File: src/rtl/exa_crosb_pkg.sv
// rtl/exa_crosb_pkg.sv - shared types and index helpers for the crossbar VC arbiters
package exa_crosb_pkg;

    typedef enum logic [1:0] {
        IDLE    = 2'd0,
        REQUEST = 2'd1,
        XFER    = 2'd2
    } arb_state_e;

    // Width of an index over n items; never zero so single-item configs still elaborate.
    function automatic int log2c(input int n);
        return (n > 1) ? $clog2(n) : 1;
    endfunction

    function automatic int vc_index(input int prio, input int vc, input int vc_num);
        return prio * vc_num + vc;
    endfunction

endpackage

File: src/rtl/exa_vc_rr_pick.sv
// rtl/exa_vc_rr_pick.sv - round-robin picker over the VCs of one priority class
module exa_vc_rr_pick
    import exa_crosb_pkg::*;
#(
    parameter int vc_num = 2
) (
    input  logic                      clk,
    input  logic                      resetn,
    input  logic [vc_num-1:0]         req,
    input  logic [vc_num-1:0]         served,
    output logic                      pick_valid,
    output logic [log2c(vc_num)-1:0]  pick_idx
);

    localparam int PW = log2c(vc_num);

    logic [PW-1:0] ptr_q;

    // Scan from the farthest offset down so the request nearest the pointer wins.
    always_comb begin
        pick_valid = 1'b0;
        pick_idx   = '0;
        for (int i = vc_num - 1; i >= 0; i--) begin
            if (req[(int'(ptr_q) + i) % vc_num]) begin
                pick_valid = 1'b1;
                pick_idx   = PW'((int'(ptr_q) + i) % vc_num);
            end
        end
    end

    always_ff @(posedge clk or negedge resetn) begin
        if (!resetn) begin
            ptr_q <= '0;
        end else begin
            for (int i = 0; i < vc_num; i++) begin
                if (served[i]) begin
                    ptr_q <= PW'((i + 1) % vc_num);
                end
            end
        end
    end

endmodule

File: src/rtl/exa_crosb_input_arbiter_vc.sv
// rtl/exa_crosb_input_arbiter_vc.sv - input-side VC select, request/grant handshake and wormhole lock
module exa_crosb_input_arbiter_vc
    import exa_crosb_pkg::*;
#(
    parameter int prio_num   = 2,
    parameter int vc_num     = 2,
    parameter int output_num = 4
) (
    input  logic                                                clk,
    input  logic                                                resetn,
    input  logic [prio_num*vc_num-1:0]                          i_vc_valid,
    input  logic [prio_num*vc_num-1:0]                          i_vc_last,
    input  logic [prio_num*vc_num-1:0][log2c(output_num)-1:0]   i_vc_dest,
    input  logic [prio_num*vc_num-1:0][output_num-1:0]          i_credit,
    input  logic [output_num-1:0]                               i_grant,
    output logic [output_num-1:0][prio_num*vc_num-1:0]          o_request,
    output logic                                                o_cts,
    output logic                                                o_last,
    output logic [prio_num*vc_num-1:0]                          o_vc_pop,
    output logic [log2c(prio_num*vc_num)-1:0]                   o_vc_sel,
    output logic [log2c(output_num)-1:0]                        o_output_sel
);

    localparam int NVC = prio_num * vc_num;
    localparam int VW  = log2c(NVC);
    localparam int OW  = log2c(output_num);
    localparam int PW  = log2c(vc_num);

    arb_state_e     state_q;
    logic [VW-1:0]  vc_sel_q;
    logic [OW-1:0]  out_sel_q;
    logic           mid_pkt_q;

    logic [NVC-1:0]               eligible;
    logic [NVC-1:0]               served;
    logic [prio_num-1:0]          class_any;
    logic [prio_num-1:0][PW-1:0]  class_idx;
    logic [VW-1:0]                win_vc;
    logic                         lock_ok;
    logic                         cts;
    logic                         beat_last;

    always_comb begin
        eligible = '0;
        for (int k = 0; k < NVC; k++) begin
            eligible[k] = i_vc_valid[k] & i_credit[k][i_vc_dest[k]];
        end
    end

    for (genvar p = 0; p < prio_num; p++) begin : g_class
        exa_vc_rr_pick #(
            .vc_num     (vc_num)
        ) u_pick (
            .clk        (clk),
            .resetn     (resetn),
            .req        (eligible[p*vc_num +: vc_num]),
            .served     (served[p*vc_num +: vc_num]),
            .pick_valid (class_any[p]),
            .pick_idx   (class_idx[p])
        );
    end

    // Later (higher) classes overwrite earlier ones, so the top non-empty class wins.
    always_comb begin
        win_vc = '0;
        for (int p = 0; p < prio_num; p++) begin
            if (class_any[p]) begin
                win_vc = VW'(vc_index(p, int'(class_idx[p]), vc_num));
            end
        end
    end

    assign lock_ok   = i_vc_valid[vc_sel_q] & i_credit[vc_sel_q][out_sel_q];
    assign cts       = (state_q == XFER) & lock_ok;
    assign beat_last = cts & i_vc_last[vc_sel_q];

    always_comb begin
        o_request = '0;
        o_vc_pop  = '0;
        if (state_q == REQUEST) begin
            o_request[out_sel_q][vc_sel_q] = 1'b1;
        end
        o_vc_pop[vc_sel_q] = cts;
    end

    assign served       = beat_last ? o_vc_pop : '0;
    assign o_cts        = cts;
    assign o_last       = beat_last;
    assign o_vc_sel     = vc_sel_q;
    assign o_output_sel = out_sel_q;

    // A stalled packet must go back through REQUEST because the output arbiter drops on !cts.
    always_ff @(posedge clk or negedge resetn) begin
        if (!resetn) begin
            state_q   <= IDLE;
            vc_sel_q  <= '0;
            out_sel_q <= '0;
            mid_pkt_q <= 1'b0;
        end else begin
            case (state_q)
                IDLE: begin
                    if (|eligible) begin
                        vc_sel_q  <= win_vc;
                        out_sel_q <= i_vc_dest[win_vc];
                        state_q   <= REQUEST;
                    end
                end
                REQUEST: begin
                    if (i_grant[out_sel_q]) begin
                        state_q <= XFER;
                    end else if (!lock_ok && !mid_pkt_q) begin
                        state_q <= IDLE;
                    end
                end
                XFER: begin
                    if (beat_last) begin
                        state_q   <= IDLE;
                        mid_pkt_q <= 1'b0;
                    end else if (!cts) begin
                        state_q   <= REQUEST;
                        mid_pkt_q <= 1'b1;
                    end
                end
                default: state_q <= IDLE;
            endcase
        end
    end

endmodule
File: config.mk
export PLATFORM = sky130hd
export DESIGN_NAME = exa_crosb_input_arbiter_vc
export DESIGN_NICKNAME = d
export VERILOG_FILES = /design/src/rtl/exa_crosb_pkg.sv /design/src/rtl/exa_vc_rr_pick.sv /design/src/rtl/exa_crosb_input_arbiter_vc.sv
export SDC_FILE = /design/constraint.sdc
export NUM_CORES = 1
export LEC_CHECK = 0
export ABC_AREA = 1
export BUFFER_PORTS_ARGS = -buffer_cell sky130_fd_sc_hd__buf_2
export CAP_MARGIN = 20
export CORE_MARGIN = 2
export CORE_UTILIZATION = 35
export CTS_BUF_LIST = sky130_fd_sc_hd__clkbuf_16
export DETAILED_ROUTE_END_ITERATION = 16
export MAX_ROUTING_LAYER = met4
export PLACE_DENSITY = 0.79
export SLEW_MARGIN = 20
export SYNTH_ARGS = -nofsm -noshare
export SYNTH_HDL_FRONTEND = slang
export SYNTH_SLANG_ARGS = --single-unit
File: constraint.sdc
create_clock -name clk -period 3.28 [get_ports clk]
set_input_delay 0.656 -clock clk [delete_from_list [all_inputs] [get_ports clk]]
set_output_delay 0.656 -clock clk [all_outputs]
set_load 0.005 [all_outputs]
==> summary.txt <==
STA
  – RSZ-0062 raised after global routing: false
  – Max frequency: 392 MHz
  – Setup TNS: 0 ns
  – Setup Skew: 0.000944 ns
  – Period utilization: 77.7%
  – Tmin final: 2.55 ns
  – Pins Over Slew Limit: 0
  – Final Hold Fails: 0
  – Worst slew pin tran: between 0.3 and 0.4 ns
  – Worst rel slew slack: about 75%
  – Setup violators final: 0

Die
  – Initial core utilization: 35.9%
  – Chip Width: 59.3 um
  – Core region area: 2980 sq um
  – Ports: 64
  – Die Area: 3510 sq um
  – Die span in y: 59.3 um
  – Row cnt: 20

Synthesis
  – Post-synthesis sequential area ratio: 21.1%
  – Yosys top cell area share: 21.1%
  – Top post-synthesis cells by area: dfrtp_1 (21%), nand2_1 (21%), inv_1 (13%)
  – Post-synthesis register bit count: 9
  – Syn Nets: 236
  – Area leader, netlist: dfrtp_1
  – Synth Cell Area: 1070 sq um
  – Post-Syn Area per Cell: 5.40 sq um
  – Mapped Cells: just under 200
  – Post-synth cell types: 22
  – Yosys synthesis warning count: 0

Power and ir drop
  – Power Density: approximately 660 nW/um^2
  – Max IR drop VDD: roughly 0.4 mV
  – Reg power frac: 21.5%
  – Clock power frac: ~21%
  – Overall power: a little under 1 mW
  – Leakage: 0.978 nW
  – Pint: 0.517 mW
  – Switching Fraction: 48.0%
  – Logic pwr share: between 50% and 60%
  – Net Sw Power: around 0.48 mW

CTS
  – Clock sinks: 9
  – Maximum root-to-sink buffer count: 2
  – Clk Latency, worst-skew pair: 0.23 ns
  – CTS tree: built
  – Resized cells post-CTS: 0
  – CTS buffer count: 3
  – Clock transition at path regs: 0.04 ns
  – Hold_buf cts: 0
  – Setup bufs post-CTS: 0
  – H-tree Lvls: 1
  – Root Buffer: clkbuf_16

Drt
  – Routed vias: 1412
  – Detailed Routing Iterations Pass 1: 4
  – Post-route antenna net violation count: 0
  – Routed WL: between 3000 and 4000 um
  – Wire per inst: 11.0 um
  – Initial DRC count: 82
  – DRC viols: 0
  – Drt via density: 4.74

Setup path
  – Worst Setup End Kind: output port
  – Crit path DAT: 1.89 ns
  – CP Launch Type: register
  – Crit Path Max Fanout: 6
  – Critical path class: reg2out
  – R2R Setup Slk: 1.53 ns
  – Worst reg2reg path depth: 12
  – Req. time, crit path: 2.62 ns

Placement
  – GPL Wtd Cong: 0.900
  – I/O Buffers: 63
  – Dpl hpwl: 2810 um

Cells and area
  – Area growth from synthesis to layout: 40.7%
  – Share of layout cells above drive strength 1: 29.4%
  – Final net count: roughly 300
  – Most frequent cells in the layout: buf_2 (63), nand2_1 (59), inv_1 (38)
  – Diodes inserted: 0
  – Commonest non-fill, non-tap cell in the layout: buf_2

Global route
  – Largest net degree at the start of global routing: 10
  – Antenna violations before repair: 0
  – Vias in the first global route: 1244
  – Remaining Overflow, GRT: 0
  – First-pass GRT wire length: between 5000 and 6000 um
  – Total GRT Usage: between 10% and 20%

Min path
  – HP Class: in2async

Run status
  – Outcome: finished clean

Run
  – Max cap viols: 0
worst max-delay path, stage by stage (launching register included):
cell and delay, ns:
dfrtp_1 0.49, inv_2 0.08, nand2_2 0.13, nor2_1 0.06
a21oi_1 0.19, nand2_1 0.07, nand2_1 0.07, nand2_1 0.07
o21a_2 0.24, nand2_4 0.09, nor2_1 0.04, buf_2 0.12
final cells by class:
cell class / instances / area [sq um]
clock buffers: 3 / 75.1
clock inverters: 1 / 3.75
fillers: 315 / 1470
inverters: 39 / 146
multi-input cells: 150 / 697
flip-flops and latches: 9 / 225
well taps: 33 / 41.3
repair buffers: 63 / 315
synth_stat cells, drive strengths merged:
cell / number
o21a: 1
nand4: 1
dfrtp: 9
o22ai: 3
inv: 39
o221ai: 1
a22oi: 3
nor3: 1
nand2: 65
o21ai: 13
nor2: 38
o21bai: 4
a21oi: 5
nand3: 13
o211ai: 2
worst paths after layout:
path | startpoint | end
hold reg to reg | g_class[1].u_pick.ptr_q | g_class[1].u_pick.ptr_q
setup / recovery | o_vc_sel[1] | o_vc_pop[1]
hold / removal | resetn | o_vc_sel[1]
max in group asynchronous | resetn | g_class[1].u_pick.ptr_q
min in group clk | g_class[1].u_pick.ptr_q | g_class[1].u_pick.ptr_q
setup reg to reg | o_vc_sel[1] | g_class[1].u_pick.ptr_q
sequential cells by signal, indices dropped and copies added (netlist names):
signal                cells
state_q                   2
mid_pkt_q                 1
o_output_sel              2
o_vc_sel                  2
g_class.u_pick.ptr_q      2
power by group through the flow:
stage | logic (mW) | clock network [mW] | registers [mW]
after global placement | 0.570 | 0 | 0.212
final | 0.576 | 0.205 | 0.213
after global routing | 0.662 | 0.216 | 0.221
after detailed placement | 0.571 | 0 | 0.216
after floorplan | 0.392 | 0 | 0.208
after CTS | 0.575 | 0.209 | 0.214
stage by stage:
stage / instance area, sq um / setup slack, ns / utilization [%] / std cells / hold WS [ns]
global placement: 1430 / 0.892 / 47.9 / 294 / 0.507
global route: 1500 / 0.621 / 50.5 / 298 / 0.280
CTS: 1500 / 0.750 / 50.5 / 298 / 0.270
detailed placement: 1430 / 0.896 / 47.9 / 294 / 0.513
finish: 1500 / 0.731 / 50.5 / 298 / 0.267
floorplan: 1070 / 1.25 / - / 198 / 0.360
routing by layer:
metal	vias to the layer above	GRT usage [%]	wire, um	share of wire [%]
met1	614	23.0	1480	45
met4	0	8.12	44	1.3
met3	6	1.53	173	5.3
met5	-	-	0	0
li1	752	-	-	-
met2	40	33.4	1570	48
logic make-up (layout without fill, tap and decap cells):
logic type             after synthesis  count (layout)  share of synthesized area (%)
AND/OR/NAND/NOR                    118             118                           47.1
buffers and inverters               39             106                           13.7
AO/OA/AOI/OAI                       32              32                           18.1
flip-flops                           9               9                           21.1
Power figures use the tool's default switching activity.
